### src/rtl/pipelined_rca_if.sv
// pipelined_rca_if: operand/result handshake bundle for the pipelined adder
interface pipelined_rca_if #(parameter int N = 16) ();
    logic         in_valid, in_ready, ci, sub;
    logic         out_valid, out_ready, co, v;
    logic [N-1:0] a, b, s;
    modport master (output in_valid, a, b, ci, sub, out_ready,
                    input  in_ready, out_valid, s, co, v);
    modport slave  (input  in_valid, a, b, ci, sub, out_ready,
                    output in_ready, out_valid, s, co, v);
endinterface

### src/rtl/pipelined_rca.sv
// pipelined_rca: N-bit ripple-carry add/subtract split into STAGES registered slices
// with a global valid/ready stall; results leave fully aligned.
module pipelined_rca #(
    parameter int N      = 16,
    parameter int STAGES = 4
) (
    input  logic           clk,
    input  logic           rst_n,
    pipelined_rca_if.slave io
);
    localparam int W = N / STAGES;
    typedef struct packed {
        logic         vld;
        logic [N-1:0] a;
        logic [N-1:0] b;
        logic [N-1:0] s;
        logic         c;
        logic         ov;
    } stg_t;
    stg_t       stg_q [STAGES];
    stg_t       stg_d [STAGES];
    stg_t       in_stg, cur;
    logic [W:0] sl;
    logic       adv;
    assign adv    = !stg_q[STAGES-1].vld | io.out_ready;
    assign in_stg = '{vld: io.in_valid, a: io.a, b: io.sub ? ~io.b : io.b,
                      s: '0, c: io.sub | io.ci, ov: 1'b0};
    // Stage i adds slice i using the carry left by slice i-1; ov is only meaningful
    // in the last stage, where sl[W-1] is the MSB of the sum.
    always_comb begin
        cur = '0;
        sl  = '0;
        for (int i = 0; i < STAGES; i++) begin
            cur = (i == 0) ? in_stg : stg_q[(i == 0) ? 0 : i - 1];
            sl  = {1'b0, cur.a[i*W +: W]} + {1'b0, cur.b[i*W +: W]} + (W+1)'(cur.c);
            stg_d[i]             = cur;
            stg_d[i].s[i*W +: W] = sl[W-1:0];
            stg_d[i].c           = sl[W];
            stg_d[i].ov          = sl[W] ^ cur.a[N-1] ^ cur.b[N-1] ^ sl[W-1];
        end
    end
    always_ff @(posedge clk or negedge rst_n)
        if (!rst_n)
            for (int i = 0; i < STAGES; i++) stg_q[i] <= '0;
        else if (adv)
            for (int i = 0; i < STAGES; i++) stg_q[i] <= stg_d[i];
    assign io.in_ready  = adv;
    assign io.out_valid = stg_q[STAGES-1].vld;
    assign io.s         = stg_q[STAGES-1].s;
    assign io.co        = stg_q[STAGES-1].c;
    assign io.v         = stg_q[STAGES-1].ov;
endmodule
### src/flat_wrapper.sv
// flat-port wrapper written by rule: the top's interface ports become plain ports
module pipelined_rca_flat 
#(
    parameter int N      = 16,
    parameter int STAGES = 4
)
  (clk, rst_n, io_in_valid, io_a, io_b, io_ci, io_sub, io_out_ready, io_in_ready, io_out_valid, io_s, io_co, io_v);
  pipelined_rca_if #(.N(N)) io_i ();
  input  logic clk;
  input  logic rst_n;
  input wire logic [$bits(io_i.in_valid)-1:0] io_in_valid;
  input wire logic [$bits(io_i.a)-1:0] io_a;
  input wire logic [$bits(io_i.b)-1:0] io_b;
  input wire logic [$bits(io_i.ci)-1:0] io_ci;
  input wire logic [$bits(io_i.sub)-1:0] io_sub;
  input wire logic [$bits(io_i.out_ready)-1:0] io_out_ready;
  output wire logic [$bits(io_i.in_ready)-1:0] io_in_ready;
  output wire logic [$bits(io_i.out_valid)-1:0] io_out_valid;
  output wire logic [$bits(io_i.s)-1:0] io_s;
  output wire logic [$bits(io_i.co)-1:0] io_co;
  output wire logic [$bits(io_i.v)-1:0] io_v;
  assign io_i.in_valid = io_in_valid;
  assign io_i.a = io_a;
  assign io_i.b = io_b;
  assign io_i.ci = io_ci;
  assign io_i.sub = io_sub;
  assign io_i.out_ready = io_out_ready;
  assign io_in_ready = io_i.in_ready;
  assign io_out_valid = io_i.out_valid;
  assign io_s = io_i.s;
  assign io_co = io_i.co;
  assign io_v = io_i.v;
  pipelined_rca #(.N(N), .STAGES(STAGES)) u_core (.clk(clk), .rst_n(rst_n), .io(io_i));
endmodule
### config.mk
export PLATFORM = sky130hd
export DESIGN_NAME = pipelined_rca_flat
export DESIGN_NICKNAME = d
export VERILOG_FILES = /design/src/rtl/pipelined_rca_if.sv /design/src/rtl/pipelined_rca.sv /design/src/flat_wrapper.sv
export SDC_FILE = /design/constraint.sdc
export NUM_CORES = 1
export LEC_CHECK = 0
export CAP_MARGIN = 10
export CORE_ASPECT_RATIO = 0.9
export CORE_MARGIN = 1
export CORE_UTILIZATION = 55
export DETAILED_ROUTE_END_ITERATION = 10
export GPL_TIMING_DRIVEN = 1
export HOLD_SLACK_MARGIN = 0.05
export PLACE_DENSITY_LB_ADDON = 0.15
export RECOVER_POWER = 100
export REMOVE_ABC_BUFFERS = 1
export SLEW_MARGIN = 15
export SYNTH_ARGS = -nofsm -noshare
export SYNTH_HDL_FRONTEND = slang
export SYNTH_SLANG_ARGS = --single-unit
### constraint.sdc
create_clock -name clk -period 2.73 [get_ports clk]
set_input_delay 0.546 -clock clk [delete_from_list [all_inputs] [get_ports clk]]
set_output_delay 0.546 -clock clk [all_outputs]
set_load 0.02 [all_outputs]
==> flow_summary.toml <==
[critical_path]
cpPeakStageDelay_ns = 0.65
cp_max_fo = 2
arrival_ns = 1.95
setup.worst_path.start_class = "input port"
path_depth = 4
reg2reg_depth = 8
worstSetupPathType = "input port to output pin"
cp.required_ns = 2.18
cp_slowest_cell = "dlygate4sd3_1"
path_cells = "dlygate4sd3_1 -> nor2b_4 -> inv_1 -> dlygate4sd3_1"
path_common_cell = "dlygate4sd3_1"
path_buf_inv = 3
cp-end-kind = "output pin"
critPathTopFamily = "buffers and inverters"

[placed_design]
gp_congestion = 0.779
hpwl_mm = 4.45
numPortBuffers = 57
placed_cells = 590

[clock_tree]
cts_buffer_depth = 2
htree_num_levels = 3
tritoncts = "yes"
clk_latency_ns = 0.35
holdBufCountCts = 0
cts_buffers = 9
clk_pin_slew_ns = 0.08
cts_resized = 0
post_cts_buffers = 0
clock-sinks = 97
root_buffer = "clkbuf_8"

[route]
drt-initial-drc-count = 151
antenna_left = 0
wl_per_cell_um = 11.4
drc = 0
vias = 2934
first_pass_iters = 4
routed_wl_mm = 6.91
viasPerCell = 4.84

[sta]
maxSlewHeadroom = 0.192
fin_crit_sh = 0.913
clock_skew_ns = 0.00566
min_period_ns = 2.49
finalSetupTns_ns = 0
timing_hold_violations_final = 0
rsz0062_at_grt = "no"
slew_viol_final = 0
holdWs_ns = 0.433
worst_pin_slew_ns = 1.21
max_freq_mhz = 401
setup_viol = 0

[synthesis]
synth_cells = 470
avgSynthCellArea_um2 = 9.30
synth_cell_types = 21
ys_ff_latch = 97
yosysSeqAreaShare = 0.555
synth_area_um2 = 4370
synth.yosys.warnings = 0

[die]
start_util = 0.574
die_h_um = 86.6
std_cell_rows = 30
io_pins = 58
die_w_um = 96.0
dieArea_um2 = 8310
core_um2 = 7620

[final_layout]
final_nets = 563
multi_input_area_um2 = 1700
fin_cells = 606
antenna_cells = 0
syn_to_final_growth_pct = 16.1
final_common_cell = "nand2_1"
fillers = 652
drive_above_1_share = 0.0471
ff_latch_area_um2 = 2430
mostFrequentLayoutCells = "nand2_1 (223), dfrtp_1 (97), clkdlybuf4s50_1 (34)"

[outcome]
status = "complete, no violations"

[job]
drv_cap = 0

[global_route]
grt-ovfl-total = 0
grt_pass1_vias = 2793
grt_max_degree = 104
grt_pass1_wl_mm = 12.2
grt_antenna_before_repair = 0
track_usage = 0.193

[hold_path]
worst_hold_path_type = "input port to asynchronous set/reset pin"

[power_and_ir_drop]
ir_drop_mv = 0.700
p_leak_nw = 2.57
power.total_w = 0.00540
power.density_nw_per_um2 = 1070
## cell type report
type                       instances  area share
timing repair buffer              63       0.122
tap                               96      0.0237
multi-input combinational        325       0.334
sequential                        97       0.479
clock inverter                     3     0.00296
inverter                           9     0.00666
clock buffer                      13      0.0313
## through the flow
step                      utilization  instance area [µm²]  setup WS, ns
after floorplan                     -                 4150         -3.31
after global placement          0.644                 4900        0.0175
after detailed placement        0.644                 4900       -0.0366
after CTS                       0.666                 5080         0.356
after global routing            0.666                 5070         0.143
final                           0.666                 5070         0.237
## cells in the mapped netlist
| master | count | share of area |
|---|---|---|
| a21o_1 | 7 | 0.012 |
| a21oi_1 | 13 | 0.015 |
| a21oi_4 | 1 | 0.0037 |
| buf_2 | 11 | 0.013 |
| buf_4 | 16 | 0.027 |
| clkbuf_1 | 12 | 0.010 |
| dfrtp_1 | 97 | 0.56 |
| fa_1 | 8 | 0.037 |
| ha_1 | 12 | 0.034 |
| inv_1 | 8 | 0.0069 |
| inv_2 | 1 | 0.00086 |
| nand2_1 | 223 | 0.19 |
| nand2b_1 | 1 | 0.0014 |
| nor2_1 | 8 | 0.0069 |
| nor2b_1 | 2 | 0.0029 |
| o21ai_0 | 23 | 0.026 |
| o21ai_1 | 1 | 0.0011 |
| or2_2 | 1 | 0.0014 |
| xnor2_1 | 15 | 0.030 |
| xnor3_1 | 1 | 0.0052 |
| xor2_1 | 9 | 0.018 |
## flip-flops by register name, indices dropped and copies added (netlist names)
register / cells
u_core.stg_d: 54
u_core.cur: 22
u_core.io.s: 16
u_core.stg_q: 2
u_core.io.co: 1
u_core.io.out_valid: 1
u_core.io.v: 1
## power by group
part	leakage (nW)	switching [W]	internal, W
Sequential	1.17	0.000341	0.00208
Combinational	1.30	0.00118	0.000972
Clock	0.0932	0.000458	0.000378
## cell families (layout without fill, tap and decap cells)
group | Yosys count | after routing | synth area share
fa+ha+maj | 20 | 20 | 0.0710
simple gates | 235 | 235 | 0.204
compound gates | 45 | 45 | 0.0581
flops | 97 | 97 | 0.555
buf+inv | 48 | 88 | 0.0581
xor+xnor | 25 | 25 | 0.0533
## routing by layer
layer | up-vias | global-route usage | wire length, µm
li1 | 1499 | - | -
met1 | 1372 | 0.244 | 3240
met2 | 57 | 0.323 | 3320
met3 | 6 | 0.0544 | 270
met4 | 0 | 0.0624 | 72
met5 | - | 0 | 0
## path summary, 6_finish.rpt
path,startpoint,to,slack (ns)
max in group asynchronous,rst_n,u_core.cur[12]$_DFFE_PN0P_,1.44
worst min register to register,u_core.io.s[12]$_DFFE_PN0P_,u_core.io.s[12]$_DFFE_PN0P_,0.46
worst max-delay path,io_out_ready,io_in_ready,0.24
min in group clk,u_core.io.s[12]$_DFFE_PN0P_,u_core.io.s[12]$_DFFE_PN0P_,0.46
worst min-delay path,rst_n,u_core.io.s[9]$_DFFE_PN0P_,0.43
worst max register to register,u_core.cur[1]$_DFFE_PN0P_,u_core.io.v$_DFFE_PN0P_,0.58
Power figures use the tool's default switching activity.
